<file path="src/rtl/exu_share_arb.sv">
// Round-robin time-sharing of one combinational EXU between two requesters, each with a 1-entry response buffer.
// Optional macro EXU_ARB_PERF_EN adds grant and conflict performance counters.
module exu_share_arb #(
  parameter int DATAWIDTH = 32
) (
  input  logic                 clk,
  input  logic                 rst_n,
  input  logic                 req0_valid,
  output logic                 req0_ready,
  input  logic [3:0]           req0_mode,
  input  logic [DATAWIDTH-1:0] req0_src1,
  input  logic [DATAWIDTH-1:0] req0_src2,
  input  logic [DATAWIDTH-1:0] req0_imm,
  input  logic                 req1_valid,
  output logic                 req1_ready,
  input  logic [3:0]           req1_mode,
  input  logic [DATAWIDTH-1:0] req1_src1,
  input  logic [DATAWIDTH-1:0] req1_src2,
  input  logic [DATAWIDTH-1:0] req1_imm,
  output logic                 rsp0_valid,
  input  logic                 rsp0_ready,
  output logic [DATAWIDTH-1:0] rsp0_data,
  output logic                 rsp1_valid,
  input  logic                 rsp1_ready,
  output logic [DATAWIDTH-1:0] rsp1_data,
  output logic [3:0]           exu_mode,
  output logic [DATAWIDTH-1:0] exu_src1,
  output logic [DATAWIDTH-1:0] exu_src2,
  output logic [DATAWIDTH-1:0] exu_imm,
  input  logic [DATAWIDTH-1:0] exu_data
`ifdef EXU_ARB_PERF_EN
  ,
  output logic [31:0]          perf_grant0,
  output logic [31:0]          perf_grant1,
  output logic [31:0]          perf_conflict
`endif
);

  logic elig0_p0;
  logic elig1_p0;
  logic grant0_p0;
  logic grant1_p0;
  logic last_p1;

  // Stage p0: eligibility, round-robin grant and EXU operand mux (combinational)
  always_comb begin
    elig0_p0  = req0_valid && (!rsp0_valid || rsp0_ready);
    elig1_p0  = req1_valid && (!rsp1_valid || rsp1_ready);
    grant0_p0 = rst_n && elig0_p0 && (!elig1_p0 || last_p1);
    grant1_p0 = rst_n && elig1_p0 && (!elig0_p0 || !last_p1);
  end

  assign req0_ready = grant0_p0;
  assign req1_ready = grant1_p0;

  always_comb begin
    exu_mode = 4'b0000;
    exu_src1 = '0;
    exu_src2 = '0;
    exu_imm  = '0;
    if (grant0_p0) begin
      exu_mode = req0_mode;
      exu_src1 = req0_src1;
      exu_src2 = req0_src2;
      exu_imm  = req0_imm;
    end else if (grant1_p0) begin
      exu_mode = req1_mode;
      exu_src1 = req1_src1;
      exu_src2 = req1_src2;
      exu_imm  = req1_imm;
    end
  end

  // Stage p1: response buffers capture the EXU result; last tracks the previous winner
  always_ff @(posedge clk) begin
    if (!rst_n) begin
      rsp0_valid <= 1'b0;
      rsp1_valid <= 1'b0;
      rsp0_data  <= '0;
      rsp1_data  <= '0;
      last_p1    <= 1'b1;
    end else begin
      if (grant0_p0) begin
        rsp0_data  <= exu_data;
        rsp0_valid <= 1'b1;
        last_p1    <= 1'b0;
      end else if (rsp0_ready) begin
        rsp0_valid <= 1'b0;
      end
      if (grant1_p0) begin
        rsp1_data  <= exu_data;
        rsp1_valid <= 1'b1;
        last_p1    <= 1'b1;
      end else if (rsp1_ready) begin
        rsp1_valid <= 1'b0;
      end
    end
  end

`ifdef EXU_ARB_PERF_EN
  always_ff @(posedge clk) begin
    if (!rst_n) begin
      perf_grant0   <= 32'd0;
      perf_grant1   <= 32'd0;
      perf_conflict <= 32'd0;
    end else begin
      if (grant0_p0)            perf_grant0   <= perf_grant0 + 32'd1;
      if (grant1_p0)            perf_grant1   <= perf_grant1 + 32'd1;
      if (elig0_p0 && elig1_p0) perf_conflict <= perf_conflict + 32'd1;
    end
  end
`endif

endmodule

</file>
<file path="config.mk">
export PLATFORM = sky130hd
export DESIGN_NAME = exu_share_arb
export DESIGN_NICKNAME = d
export VERILOG_FILES = /design/src/rtl/exu_share_arb.sv
export SDC_FILE = /design/constraint.sdc
export NUM_CORES = 1
export LEC_CHECK = 0
export ABC_CLOCK_PERIOD_IN_PS = 2600
export CAP_MARGIN = 20
export CORE_AREA = 2 2 160 162
export CTS_CLUSTER_DIAMETER = 200
export CTS_CLUSTER_SIZE = 40
export DETAILED_ROUTE_END_ITERATION = 12
export DIE_AREA = 0 0 162 164
export PLACE_DENSITY_LB_ADDON = 0.3
export SETUP_SLACK_MARGIN = 0.4
export SLEW_MARGIN = 10
export SYNTH_ARGS = -nofsm -noshare
export SYNTH_HDL_FRONTEND = slang
export SYNTH_SLANG_ARGS = --single-unit
</file>
<file path="constraint.sdc">
create_clock -name clk -period 2.6 [get_ports clk]
set_input_delay 0.39 -clock clk [delete_from_list [all_inputs] [get_ports clk]]
set_output_delay 0.39 -clock clk [all_outputs]
set_load 0.03 [all_outputs]
</file>
==> results of run 1 <==
-- per-stage QoR --
| step | hold WS [ns] | setup slack, ns |
|---|---|---|
| after global routing | 0.476 | 0.218 |
| after detailed placement | 0.450 | -0.167 |
| after CTS | 0.461 | 0.287 |
| after global placement | 0.444 | -0.137 |
| final | 0.458 | 0.271 |
| after floorplan | 0.508 | 0.408 |
-- sequential cells by signal (all words and copies together) (netlist names) --
name,count
rsp0_data,32
rsp1_valid,1
rsp1_data,32
rsp0_valid,1
last_p1,1
-- layer usage --
layer / GRT usage / up-vias
met4: 0.0539 / 0
li1: - / 2951
met3: 0.0492 / 33
met2: 0.307 / 276
met5: 0 / -
met1: 0.191 / 2811
-- path summary, 6_finish.rpt --
kind	startpoint	end	slack, ns	cells past startpoint
worst max-delay path	rsp1_valid	exu_src2[26]	0.27	9
worst min-delay path	rsp1_data[2]	rsp1_data[2]	0.46	2
worst max register to register	rsp1_valid	rsp0_data[24]	0.53	9
worst min register to register	rsp1_data[2]	rsp1_data[2]	0.46	2
-- placed cells by master, fill, tap and decap left out, types with 2 or more instances in the layout --
cell type,instances
clkdlybuf4s50_1,298
nand2_1,296
buf_6,76
mux2i_1,64
dfxtp_1,64
o22ai_4,58
buf_4,53
buf_12,29
o22ai_2,24
o22ai_1,18
buf_16,14
clkbuf_16,13
buf_2,8
nor2_1,4
dlygate4sd2_1,4
buf_8,4
diode_2,3
o21ai_0,3
nor2b_4,2
nand2b_4,2
a21oi_1,2
clkinv_2,2
inv_6,2
dfxtp_4,2
-- cells in the mapped netlist --
cell type,count,area share
buf_4,10,0.018
inv_2,1,0.00089
nand2_1,297,0.27
buf_2,12,0.014
inv_1,1,0.00089
clkbuf_1,29,0.026
nor2b_1,1,0.0015
o21ai_0,3,0.0036
mux2i_1,64,0.15
nor2_1,4,0.0036
nand2b_1,2,0.0030
o311ai_1,1,0.0021
o211ai_1,1,0.0018
a21oi_1,2,0.0024
nor2b_2,1,0.0021
buf_6,12,0.032
dfxtp_1,67,0.32
o22ai_1,100,0.15
nor4_1,1,0.0015
-- cell families (layout without fill, tap and decap cells) --
kind of cell / count (synthesis) / in the layout / synth area share
compound gates: 107 / 107 / 0.159
buf+inv: 65 / 509 / 0.0921
flops: 67 / 67 / 0.319
mux: 64 / 64 / 0.153
other cells: 0 / 3 / 0
simple gates: 306 / 306 / 0.277
-- worst register-to-register path, delay by kind of cell (launching register included) --
kind,cells,cell delay (ns)
AO/OA/AOI/OAI,1,0.24
AND/OR/NAND/NOR,1,0.13
flip-flops,1,0.34
multiplexers,1,0.20
buffers and inverters,6,1.08
-- where the power goes --
group          internal (mW)  switching [mW]
clock network          0.747           0.476
logic                   1.18            1.13
registers               1.10          0.0404
-- repair_timing --
| item | 4_1_cts | 5_1_grt |
|---|---|---|
| cloned | 11 | 4 |
| buffers inserted | 22 | 13 |
| setup endpoints to repair | 130 | 110 |
| resized for setup | 324 | 166 |
| pin swaps | 27 | 18 |
-- cell type report --
type / instances / area [µm²] / area share
timing repair buffer: 491 / 5450 / 0.496
inverter: 2 / 7.51 / 0.000683
antenna: 3 / 7.51 / 0.000683
sequential: 67 / 1350 / 0.123
clock buffer: 9 / 225 / 0.0205
clock inverter: 7 / 73.8 / 0.00671
tap: 330 / 413 / 0.0376
multi-input combinational: 477 / 3470 / 0.315
==> impl_metrics.toml, run 1 <==
[status]
outcome = "finished clean"

[synthesis]
ys_seq_area_frac = 0.319
postSynthAreaPerCell_um2 = 6.89
ys_seq_elements = 67
synth_cells = 609
synthesis.nets = 847
yosys_warnings = 0
cell_area_synth_um2 = 4200
synth.lib_cells_used.distinct = 19

[route]
top_signal_layer_used = "met4"
routed_wire_length_on_met2_mm = 13.4
drt_first_pass_iters = 4
detail_route.iter0.violations = 353
route.vias.total = 6071
post_drt_wl_per_cell_um = 18.4
met3_length_mm = 1.91
drc = 0
routed_length_on_met1_mm = 9.66
drt.antenna.violating_nets = 0
finalWirelength_mm = 25.5
routed_via_density = 4.38

[layout]
design_area_um2 = 11000
final_core_density = 0.443
flow.area_growth_from_synthesis_pct = 162
nFillCells = 2344
nets = 1286
fraction_of_layout_cells_with_a_size_suffix_above_1 = 0.282
finish.cell_count_without_fillers = 1386

[timing]
layout_worst_path_cycle_share = 0.896
timing.final.max_slew_violations = 0
worst_rel_slew_slack = 0.727
fin_skew_ns = 0.00658
fmax_ghz = 0.429
tightestPinTransition_ns = 0.410
timing.setup.tns_ns = 0
setup_viol = 0
period_needed_ns = 2.33
setup_repair_after_global_routing_missed_its_margin = "true"
hold_viol_final = 0

[setup_path]
crit_chain = "buf_6, nand2b_4, o211ai_1, buf_4, buf_12, clkbuf_16, buf_12, o22ai_4, buf_6"
cpPeakStageDelay_ns = 0.34
timing.critical_path.fanout_max = 7
startpoint_type = "flip-flop"
worst-endpoint-arrival_ns = 1.94
critical-path-top-delay-family = "buffers and inverters"
critPathCaptureType = "output pin"
critical_path_required_ns = 2.21
cp_slowest_cell = "dfxtp_4"
worstPathBufferInverterCount = 6
crit_type = "reg -> out"

[placement]
gp_congestion = 0.843
dpl.hpwl_mm = 16.7
dpl-instance-area_um2 = 8590
placed_cells = 1317
portBuffers = 405

[flow_run]
max-cap-violations = 0

[die]
floorplan.rows = 58
floorplan.die.height_um = 164
initial_core_util = 0.169
dieWidth_um = 162
core_area_um2 = 24800
floorplan.die_area_um2 = 26600
i_o_pin_total = 406

[clock_network]
cts_buffers = 9
cts.reportedPaths.clkPinSlew_ns = 0.06
clock_tree_from_tritoncts = "yes"
cts-hold-fix-buffers = 0
clkLatencyLatePin_ns = 0.33
clock-sinks = 67
clock_path_buffers = 2
h-tree-depth = 3
cts_root_buf = "clkbuf_16"

[global_route]
grt_remaining_overflow = 0
grt_antenna_before_repair = 3
track_usage = 0.169
wire_length_of_the_first_global_routing_pass_mm = 35.2
grt_max_degree = 85
vias_in_the_first_global_route = 6044

[hold_path]
hold_path.class = "reg -> reg"

[power_and_ir_drop]
finalPower_mw = 4.67
pwr_dens_nw_per_um2 = 425
power.static_leakage_nw = 4.48
vdd.ir_drop.worst_uv = 444
Note: power is estimated with default switching activity, not from simulation.
==> run 2, diff against run 1 <==
--- a/config.mk
+++ b/config.mk
@@ -7,11 +7,13 @@
 export LEC_CHECK = 0
 export ABC_CLOCK_PERIOD_IN_PS = 2600
 export CAP_MARGIN = 20
-export CORE_AREA = 2 2 160 162
+export CELL_PAD_IN_SITES_DETAIL_PLACEMENT = 1
+export CELL_PAD_IN_SITES_GLOBAL_PLACEMENT = 2
+export CORE_MARGIN = 3
+export CORE_UTILIZATION = 15
 export CTS_CLUSTER_DIAMETER = 200
 export CTS_CLUSTER_SIZE = 40
 export DETAILED_ROUTE_END_ITERATION = 12
-export DIE_AREA = 0 0 162 164
 export PLACE_DENSITY_LB_ADDON = 0.3
 export SETUP_SLACK_MARGIN = 0.4
 export SLEW_MARGIN = 10
==> run 2 against run 1 <==
First-iteration DRC count is 46% lower. Critical path depth shrank 1. Worst hold slack worse by 0.0019 ns. Largest cell class unchanged.
==> impl_metrics.toml, run 2 (synthesis gave the netlist of run 1 again) <==
[status]
outcome = "finished clean"

[layout]
flow.area_growth_from_synthesis_pct = 157
design_area_um2 = 10800
layout.cells.most_common = "clkdlybuf4s50_1"
fraction_of_layout_cells_with_a_size_suffix_above_1 = 0.260
finish.cell_count_without_fillers = 1427
biggestRegsByFlops = "rsp0_data: 32 flops, rsp1_data: 32 flops"
most-common-layout-cells = "clkdlybuf4s50_1 (298), nand2_1 (297), buf_4 (76)"
nets = 1283

[route]
route.vias.total = 6125
drc = 0
detail_route.iter0.violations = 190
routed_length_on_met1_mm = 11.0
met3_length_mm = 2.45
routed_wire_length_on_met2_mm = 15.1
routed_via_density = 4.29
top_signal_layer_used = "met5"
drt.antenna.violating_nets = 0
post_drt_wl_per_cell_um = 20.3
drt_first_pass_iters = 5
finalWirelength_mm = 29.0

[placement]
placed_cells = 1365
dpl.hpwl_mm = 20.8
dpl-instance-area_um2 = 8660
portBuffers = 405
gp_congestion = 0.835

[global_route]
wire_length_of_the_first_global_routing_pass_mm = 41.2
vias_in_the_first_global_route = 6342
track_usage = 0.177
grt_remaining_overflow = 0
grt_max_degree = 69
grt_antenna_before_repair = 6

[clock_network]
clock-sinks = 67
h-tree-depth = 3
cts_root_buf = "clkbuf_16"
cts-hold-fix-buffers = 0
cts_buffers = 9
clock_path_buffers = 2
cts.reportedPaths.clkPinSlew_ns = 0.06
clock_tree_from_tritoncts = "yes"
clkLatencyLatePin_ns = 0.33

[power_and_ir_drop]
power.sequential.fraction = 0.230
power.static_leakage_nw = 4.47
p_int_mw = 3.37
p_switching_mw = 1.60
vdd.ir_drop.worst_uv = 299
pwr_dens_nw_per_um2 = 460
pwr-share-comb = 0.448
pwr-share-clk = 0.322
power_switching_share = 0.322

[timing]
fin_skew_ns = 0.00710
setup_viol = 0
setup_repair_after_global_routing_missed_its_margin = "true"
worst_rel_slew_slack = 0.555
tightestPinTransition_ns = 0.667
timing.final.max_slew_violations = 0
layout_worst_path_cycle_share = 0.891
fmax_ghz = 0.432
period_needed_ns = 2.32
hold_viol_final = 0

[die]
floorplan.die_area_um2 = 30000
initial_core_util = 0.154
core_area_um2 = 27300
floorplan.die.height_um = 173
dieWidth_um = 173
i_o_pin_total = 406
floorplan.rows = 60

[setup_path]
critical-path-top-delay-family = "buffers and inverters"
cpPeakStageDelay_ns = 0.32
cp_slowest_cell = "dfxtp_2"
crit_chain = "nor2b_4, o311ai_4, buf_6, buf_4, buf_12, buf_12, o22ai_1, buf_4"
crit_type = "reg -> out"
worstPathBufferInverterCount = 5
timing.critical_path.fanout_max = 12
critPathCaptureType = "output pin"
startpoint_type = "flip-flop"
worst-endpoint-arrival_ns = 1.93
critical_path_required_ns = 2.21

[hold_path]
hold_path.class = "reg -> reg"

[flow_run]
max-cap-violations = 0
-- run 2: changes by cell type in the layout (fill, tap and decap cells not counted), moves of 4 or more --
cell | previous run | this run
buf_16 | 14 | 7
buf_2 | 8 | 0
buf_4 | 53 | 76
buf_6 | 76 | 64
bufinv_16 | 1 | 5
o22ai_1 | 18 | 37
o22ai_2 | 24 | 18
o22ai_4 | 58 | 45
-- run 2: per-layer routing --
layer  track usage  vias up
met1         0.195     2900
li1              -     2949
met2         0.315      252
met5             0        -
met3        0.0688       22
met4        0.0527        2
-- run 2: final timing paths --
path                            cells after the start         start  slack, ns            to
worst max-delay path                                8    rsp1_valid       0.28   exu_src2[8]
worst min-delay path                                2  rsp1_data[1]       0.46  rsp1_data[1]
worst max register to register                      7    rsp0_valid       0.57  rsp1_data[5]
worst min register to register                      2  rsp1_data[1]       0.46  rsp1_data[1]
-- run 2: final cells by class --
cell class / count / area [µm²]
clock buffer: 9 / 225
clock inverter: 7 / 164
antenna: 5 / 12.5
multi-input combinational: 477 / 3240
sequential: 67 / 1350
timing repair buffer: 488 / 5340
fill: 3155 / 16400
tap: 372 / 465
inverter: 2 / 7.51
-- run 2: repair_timing --
item,in CTS,in global routing
gates resized for setup,306,142
buffers inserted,19,7
pin swaps,2,16
endpoints found under the setup margin,132,102
gates cloned,9,6
-- run 2: worst reg2reg max path, cell delays in order, from the launching register on --
cell	delay (ns)
dfxtp_4	0.36
nor2b_4	0.13
o211ai_1	0.20
buf_6	0.21
buf_6	0.15
clkbuf_16	0.14
buf_4	0.48
mux2i_1	0.29
-- run 2: power groups by stage --
stage                     Clock (mW)  Combinational [mW]  Sequential, mW
final                           1.60                2.22            1.14
after global routing            1.68                2.34            1.15
after CTS                       1.64                2.02            1.14
after detailed placement           0                1.72            1.16
after global placement             0                1.71            1.16
after floorplan                    0               0.689            1.30
-- run 2: through the flow --
step,TNS [ns],util,worst slack [ns],hold WS (ns),power (mW)
after global placement,-12.12,0.318,-0.289,0.445,2.87
after detailed placement,-12.59,0.318,-0.306,0.453,2.88
after global routing,0,0.396,0.215,0.484,5.18
after CTS,0,0.368,0.225,0.464,4.81
after floorplan,0,-,0.408,0.508,1.99
final,0,0.396,0.283,0.456,4.96
